### config.mk
export PLATFORM = sky130hd
export DESIGN_NAME = cpu_div_seq
export DESIGN_NICKNAME = d
export VERILOG_FILES = /design/src/rtl/cpu_div_seq_pkg.sv /design/src/rtl/cpu_div_step.sv /design/src/rtl/cpu_div_seq.sv
export SDC_FILE = /design/constraint.sdc
export NUM_CORES = 1
export LEC_CHECK = 0
export ABC_AREA = 1
export BUFFER_PORTS_ARGS = -buffer_cell sky130_fd_sc_hd__buf_2
export CAP_MARGIN = 10
export CORE_ASPECT_RATIO = 1.2
export CORE_MARGIN = 4
export CORE_UTILIZATION = 30
export CTS_CLUSTER_DIAMETER = 40
export DETAILED_ROUTE_END_ITERATION = 16
export GPL_ROUTABILITY_DRIVEN = 0
export GPL_TIMING_DRIVEN = 1
export HOLD_SLACK_MARGIN = 0.15
export PLACE_DENSITY = 0.54
export SLEW_MARGIN = 20
export SYNTH_ARGS = -nofsm -noshare
export SYNTH_HDL_FRONTEND = slang
export SYNTH_SLANG_ARGS = --single-unit
### constraint.sdc
create_clock -name clk -period 8.57 [get_ports clk]
set_input_delay 0.4285 -clock clk [delete_from_list [all_inputs] [get_ports clk]]
set_output_delay 0.4285 -clock clk [all_outputs]
set_load 0.03 [all_outputs]
### src/rtl/cpu_div_seq_pkg.sv
// Shared definitions for the sequential RV32M divider.
//   DIV_OP_*    : 2-bit op encodings ([1]=remainder, [0]=unsigned)
//   div_state_e : sequencer state encodings
//   op_is_rem / op_is_unsigned : op field decode helpers
package cpu_div_seq_pkg;

  localparam logic [1:0] DIV_OP_DIV  = 2'b00;
  localparam logic [1:0] DIV_OP_DIVU = 2'b01;
  localparam logic [1:0] DIV_OP_REM  = 2'b10;
  localparam logic [1:0] DIV_OP_REMU = 2'b11;

  typedef enum logic [2:0] {
    DIV_S_IDLE    = 3'd0,
    DIV_S_CALC    = 3'd1,
    DIV_S_FIX     = 3'd2,
    DIV_S_SPECIAL = 3'd3,
    DIV_S_DONE    = 3'd4
  } div_state_e;

  function automatic logic op_is_rem(input logic [1:0] op);
    return op[1];
  endfunction

  function automatic logic op_is_unsigned(input logic [1:0] op);
    return op[0];
  endfunction

endpackage

### src/rtl/cpu_div_step.sv
// One restoring radix-2 division step (purely combinational).
//   rem          in  XLEN+1  partial remainder before the step
//   dividend_msb in  1       next dividend bit shifted into the remainder
//   divisor      in  XLEN    divisor magnitude
//   rem_next     out XLEN+1  partial remainder after the step
//   q_bit        out 1       quotient bit produced by this step
module cpu_div_step
  import cpu_div_seq_pkg::*;
#(
  parameter int XLEN = 32
) (
  input  logic [XLEN:0]   rem,
  input  logic            dividend_msb,
  input  logic [XLEN-1:0] divisor,
  output logic [XLEN:0]   rem_next,
  output logic            q_bit
);

  logic [XLEN:0] shifted_s;
  logic [XLEN:0] diff_s;
  logic          ge_s;

  assign shifted_s = {rem[XLEN-1:0], dividend_msb};
  assign diff_s    = shifted_s - {1'b0, divisor};
  // A set top bit would mean the shifted value exceeds XLEN+1 bits, which is
  // always >= the divisor; folding it in keeps the compare exact.
  assign ge_s      = rem[XLEN] | (shifted_s >= {1'b0, divisor});

  // Restore-or-subtract selection.
  always_comb begin
    rem_next = shifted_s;
    q_bit    = 1'b0;
    if (ge_s) begin
      rem_next = diff_s;
      q_bit    = 1'b1;
    end else begin
      rem_next = shifted_s;
      q_bit    = 1'b0;
    end
  end

endmodule

### src/rtl/cpu_div_seq.sv
// Multi-cycle RV32M divide/remainder sequencer (DIV, DIVU, REM, REMU).
// Restoring radix-2, one quotient bit per clock; valid/ready on both sides.
//   clk, rst (async, active-high), flush (sync abort)
//   in_valid/in_ready, in_op, in_a (dividend), in_b (divisor)
//   out_valid/out_ready, out_result (quotient or remainder)
//   busy : sequencer not idle
module cpu_div_seq
  import cpu_div_seq_pkg::*;
#(
  parameter int XLEN = 32
) (
  input  logic            clk,
  input  logic            rst,
  input  logic            flush,
  input  logic            in_valid,
  output logic            in_ready,
  input  logic [1:0]      in_op,
  input  logic [XLEN-1:0] in_a,
  input  logic [XLEN-1:0] in_b,
  output logic            out_valid,
  input  logic            out_ready,
  output logic [XLEN-1:0] out_result,
  output logic            busy
);

  localparam int              CW         = $clog2(XLEN) + 1;
  localparam logic [CW-1:0]   LAST_COUNT = CW'(XLEN - 1);
  localparam logic [CW-1:0]   COUNT_ONE  = {{(CW-1){1'b0}}, 1'b1};
  localparam logic [XLEN-1:0] ZERO       = {XLEN{1'b0}};
  localparam logic [XLEN-1:0] ONES       = {XLEN{1'b1}};
  localparam logic [XLEN-1:0] MIN_NEG    = {1'b1, {(XLEN-1){1'b0}}};

  // Two's complement negation when neg is set, modulo 2^XLEN.
  function automatic logic [XLEN-1:0] neg_if(input logic [XLEN-1:0] v, input logic neg);
    return neg ? (~v + {{(XLEN-1){1'b0}}, 1'b1}) : v;
  endfunction

  div_state_e      state_r, state_s;
  logic [CW-1:0]   count_r;
  logic [XLEN:0]   rem_r;
  logic [XLEN-1:0] dvd_r;      // dividend shifts out, quotient shifts in
  logic [XLEN-1:0] dvs_r;
  logic [1:0]      op_r;
  logic            a_neg_r, b_neg_r, div0_r;
  logic [XLEN-1:0] out_result_r;

  logic            accept_s, div0_s, ovf_s, a_neg_s, b_neg_s, signed_s;
  logic [XLEN:0]   rem_step_s;
  logic            q_bit_s;
  logic [XLEN-1:0] fix_result_s, special_result_s;

  assign in_ready   = (state_r == DIV_S_IDLE) && !flush;
  assign accept_s   = in_valid && in_ready;
  assign out_valid  = (state_r == DIV_S_DONE);
  assign busy       = (state_r != DIV_S_IDLE);
  assign out_result = out_result_r;

  assign signed_s = !op_is_unsigned(in_op);
  assign a_neg_s  = signed_s && in_a[XLEN-1];
  assign b_neg_s  = signed_s && in_b[XLEN-1];
  assign div0_s   = (in_b == ZERO);
  assign ovf_s    = signed_s && (in_a == MIN_NEG) && (in_b == ONES);

  cpu_div_step #(.XLEN(XLEN)) u_step (
    .rem          (rem_r),
    .dividend_msb (dvd_r[XLEN-1]),
    .divisor      (dvs_r),
    .rem_next     (rem_step_s),
    .q_bit        (q_bit_s)
  );

  // Sign fix-up of the magnitude result and special-case result selection.
  always_comb begin
    fix_result_s     = ZERO;
    special_result_s = ZERO;
    if (op_is_rem(op_r)) begin
      fix_result_s = neg_if(rem_r[XLEN-1:0], !op_is_unsigned(op_r) && a_neg_r);
    end else begin
      fix_result_s = neg_if(dvd_r, !op_is_unsigned(op_r) && (a_neg_r ^ b_neg_r));
    end
    // dvd_r holds the raw dividend for special cases.
    if (div0_r) begin
      special_result_s = op_is_rem(op_r) ? dvd_r : ONES;
    end else begin
      special_result_s = op_is_rem(op_r) ? ZERO : dvd_r;
    end
  end

  // Next-state logic; flush returns to IDLE from any state.
  always_comb begin
    state_s = state_r;
    if (flush) begin
      state_s = DIV_S_IDLE;
    end else begin
      case (state_r)
        DIV_S_IDLE: begin
          if (accept_s) begin
            state_s = (div0_s || ovf_s) ? DIV_S_SPECIAL : DIV_S_CALC;
          end else begin
            state_s = DIV_S_IDLE;
          end
        end
        DIV_S_CALC: begin
          if (count_r == LAST_COUNT) begin
            state_s = DIV_S_FIX;
          end else begin
            state_s = DIV_S_CALC;
          end
        end
        DIV_S_FIX:     state_s = DIV_S_DONE;
        DIV_S_SPECIAL: state_s = DIV_S_DONE;
        DIV_S_DONE: begin
          if (out_ready) begin
            state_s = DIV_S_IDLE;
          end else begin
            state_s = DIV_S_DONE;
          end
        end
        default: state_s = DIV_S_IDLE;
      endcase
    end
  end

  // State register.
  always_ff @(posedge clk or posedge rst) begin
    if (rst) begin
      state_r <= DIV_S_IDLE;
    end else begin
      state_r <= state_s;
    end
  end

  // Operand latch, iteration datapath and result register.
  always_ff @(posedge clk or posedge rst) begin
    if (rst) begin
      count_r      <= {CW{1'b0}};
      rem_r        <= {(XLEN+1){1'b0}};
      dvd_r        <= ZERO;
      dvs_r        <= ZERO;
      op_r         <= 2'b00;
      a_neg_r      <= 1'b0;
      b_neg_r      <= 1'b0;
      div0_r       <= 1'b0;
      out_result_r <= ZERO;
    end else begin
      case (state_r)
        DIV_S_IDLE: begin
          if (accept_s) begin
            op_r    <= in_op;
            a_neg_r <= a_neg_s;
            b_neg_r <= b_neg_s;
            div0_r  <= div0_s;
            rem_r   <= {(XLEN+1){1'b0}};
            count_r <= {CW{1'b0}};
            if (div0_s || ovf_s) begin
              dvd_r <= in_a;
              dvs_r <= in_b;
            end else begin
              dvd_r <= neg_if(in_a, a_neg_s);
              dvs_r <= neg_if(in_b, b_neg_s);
            end
          end
        end
        DIV_S_CALC: begin
          rem_r   <= rem_step_s;
          dvd_r   <= {dvd_r[XLEN-2:0], q_bit_s};
          count_r <= count_r + COUNT_ONE;
        end
        DIV_S_FIX: begin
          if (!flush) begin
            out_result_r <= fix_result_s;
          end
        end
        DIV_S_SPECIAL: begin
          if (!flush) begin
            out_result_r <= special_result_s;
          end
        end
        DIV_S_DONE: begin
          out_result_r <= out_result_r;
        end
        default: begin
          count_r <= {CW{1'b0}};
        end
      endcase
    end
  end

endmodule

==> results.json <==
{
  "coreArea_um2": 45100,
  "report.final.slew_viol_count": 0,
  "ant_nets": 0,
  "hold_class": "input port to asynchronous set/reset pin",
  "design_area_um2": 15400,
  "syn_inst": 2281,
  "drcViolationCount": 0,
  "clkTransAtPathRegs_ns": 0.06,
  "cts_sinks": 143,
  "tns_ns": 0,
  "final_cell_mix": "695 x nand2_1, 285 x inv_1, 218 x nand3_1",
  "wirelength_mm": 48.4,
  "async_flop_share_pct": 100,
  "start_util_pct": 30.5,
  "cap_violations": 0,
  "nets": 2446,
  "n_fill_cell": 5125,
  "fmax_mhz": 301,
  "worstMarginPinSlew_ns": 0.899,
  "dr.pass1.iters": 6,
  "critical_path.slowest_cell": "nand2_2",
  "path_depth": 11,
  "cts-root-buf": "clkbuf_16",
  "clk_latency_ns": 0.44,
  "path_class": "flip-flop to flip-flop",
  "grt_pass1_vias": 13900,
  "grt_max_degree": 98,
  "fin_worst_skew_ns": 0.0103,
  "synth_area_um2": 13700,
  "detail_route.iter0.violations": 1143,
  "synth.distinct_cells": 51,
  "fin_ws_ns": 5.25,
  "clk_path_buf_depth": 2,
  "insertedDiodeCount": 0,
  "crit_path_end_kind": "flip-flop",
  "layout-drive-gt1-share_pct": 9.54,
  "grt_pass1_wl_mm": 76.7,
  "multiInputGateArea_um2": 8650,
  "cts_tree": "built",
  "max_stage_delay_ns": 0.60,
  "hold_viol_final": 0,
  "finalSetupViolCount": 0,
  "p_per_area_nw_per_um2": 249,
  "post-place-ws_ns": 5.29,
  "avgSynthCellArea_um2": 6.03,
  "numCtsBuffers": 17,
  "dp_hpwl_mm": 38.3,
  "via_per_inst": 5.00,
  "io_pins": 106,
  "wl_per_cell_um": 16.4,
  "path_buf_inv": 0,
  "register_area_um2": 3580,
  "fp.dieW_um": 203,
  "grt_overflow": 0,
  "synthToLayoutAreaGrowth_pct": 12.2,
  "num_vias": 14800,
  "crit_path_max_fanout": 34,
  "cp_common_cell": "nand3_1",
  "period_minus_slack_ns": 3.32,
  "p_leak_nw": 7.76,
  "rsz0062_at_grt": "no",
  "cp-start-kind": "flip-flop",
  "path_delay_family": "simple AND/OR/NAND/NOR gates",
  "synth-edff-count": 0,
  "rows": 85,
  "die_y_um": 243,
  "synth_top_flop_cell": "dfrtp_1",
  "ir_drop_mv": 0.113,
  "ys_seq_area_share_pct": 26.0,
  "final_common_cell": "nand2_1",
  "crit_arrival_ns": 3.65,
  "crit_chain": "ha_1 > a21oi_1 > o21ai_0 > nand2_1 > nand3_1 > nand2_1 > nand3_1 > nand2_2 > nand2_2 > nand3b_1 > nand3_1",
  "synthesis.nets": 2391,
  "ys_ff_latch": 143,
  "placed_area_um2": 14800,
  "numPortBuffers": 105,
  "period_share_pct": 38.8,
  "worst_r2r_path_depth": 11,
  "htree_levels": 4,
  "track_usage_pct": 19.2,
  "yosys_warnings": 0,
  "postCtsSetupBuffers": 0,
  "max_slew_margin_pct": 40.0,
  "status": "finished, final reports clean",
  "antenna_found_initial": 0,
  "dieArea_um2": 49300,
  "required_ns": 8.89
}
-- routing by layer --
metal | part of all wire, % | vias up | track usage (%)
li1 | - | 7518 | -
met1 | 45 | 6783 | 25.1
met2 | 48 | 404 | 32.5
met3 | 3.6 | 84 | 1.75
met4 | 3.9 | 0 | 8.18
met5 | 0 | - | 0
-- timing repair --
action | in CTS | in global routing
resized for setup | 0 | 0
hold buffers | 1 | 0
endpoints found under the hold margin | 1 | 0
-- cells in the mapped netlist, drive strengths merged, types with 4 or more instances --
library cell  number  area (µm²)
clkbuf            57         214
nand4             70         444
o21a               7        52.6
o22ai             32         200
and2               5        31.3
o211ai            21         158
o21bai             6        45.0
a21boi             9        67.6
xor2              59         517
a21oi             92         460
nor2             212         831
dfrtp            143        3580
nor3              32         170
ha                38         475
nand2            709        2700
inv              294        1110
nand3b             4        30.0
buf               28         184
o21ai            195        1030
clkinv             7        26.3
xnor2              4        35.0
nand3            221        1120
or2               19         119
-- state kept, by name, summed over array words and instances (netlist names), 2 cells and up --
signal,flops
op_r,2
state_r,3
dvs_r,32
dvd_r,32
out_result,32
count_r,6
rem_r,33
-- through the flow --
| step | total power, mW | hold slack, ns | instances | util [%] |
|---|---|---|---|---|
| after floorplan | 2.38 | 0.441 | 2281 | - |
| after global placement | 2.96 | 0.463 | 2925 | 32.7 |
| after detailed placement | 2.97 | 0.465 | 2925 | 32.7 |
| after CTS | 3.84 | 0.178 | 2957 | 34.2 |
| after global routing | 4.15 | 0.192 | 2957 | 34.2 |
| final | 3.84 | 0.111 | 2957 | 34.2 |
-- cell families (layout without fill, tap and decap cells) --
logic type / after synthesis / after routing / share of synthesized area [%]
adder cells (fa/ha/maj): 39 / 39 / 3.60
buffers and inverters: 386 / 453 / 11.1
flip-flops: 143 / 143 / 26.0
AND/OR/NAND/NOR: 1277 / 1277 / 40.0
XOR/XNOR: 63 / 63 / 4.01
AO/OA/AOI/OAI: 373 / 373 / 15.3
-- cell type report --
type	count	share of cell area [%]
Clock inverter	10	1.36
Clock buffer	21	2.92
Timing Repair Buffer	121	4.20
Tap cell	609	4.94
Sequential cell	143	23.2
Multi-Input combinational cell	1752	56.0
Inverter	301	7.37
-- path summary, 6_finish.rpt --
path	slack, ns	to	startpoint
hold reg to reg	0.48	out_result[11]	out_result[11]
setup reg to reg	5.25	rem_r[4]	rem_r[3]
hold / removal	0.11	dvs_r[18]	rst
setup / recovery	5.25	rem_r[4]	rem_r[3]
min in group clk	0.23	op_r[0]	in_op[0]
max in group asynchronous	7.03	rem_r[15]	rst
-- power breakdown --
group / switching [mW] / leakage [nW] / total (mW) / internal (mW)
Clock: 0.299 / 0.317 / 0.851 / 0.552
Combinational: 1.38 / 5.64 / 2.01 / 0.621
Sequential: 0.182 / 1.80 / 0.984 / 0.802
No activity file was read; power rests on OpenSTA's default activity.
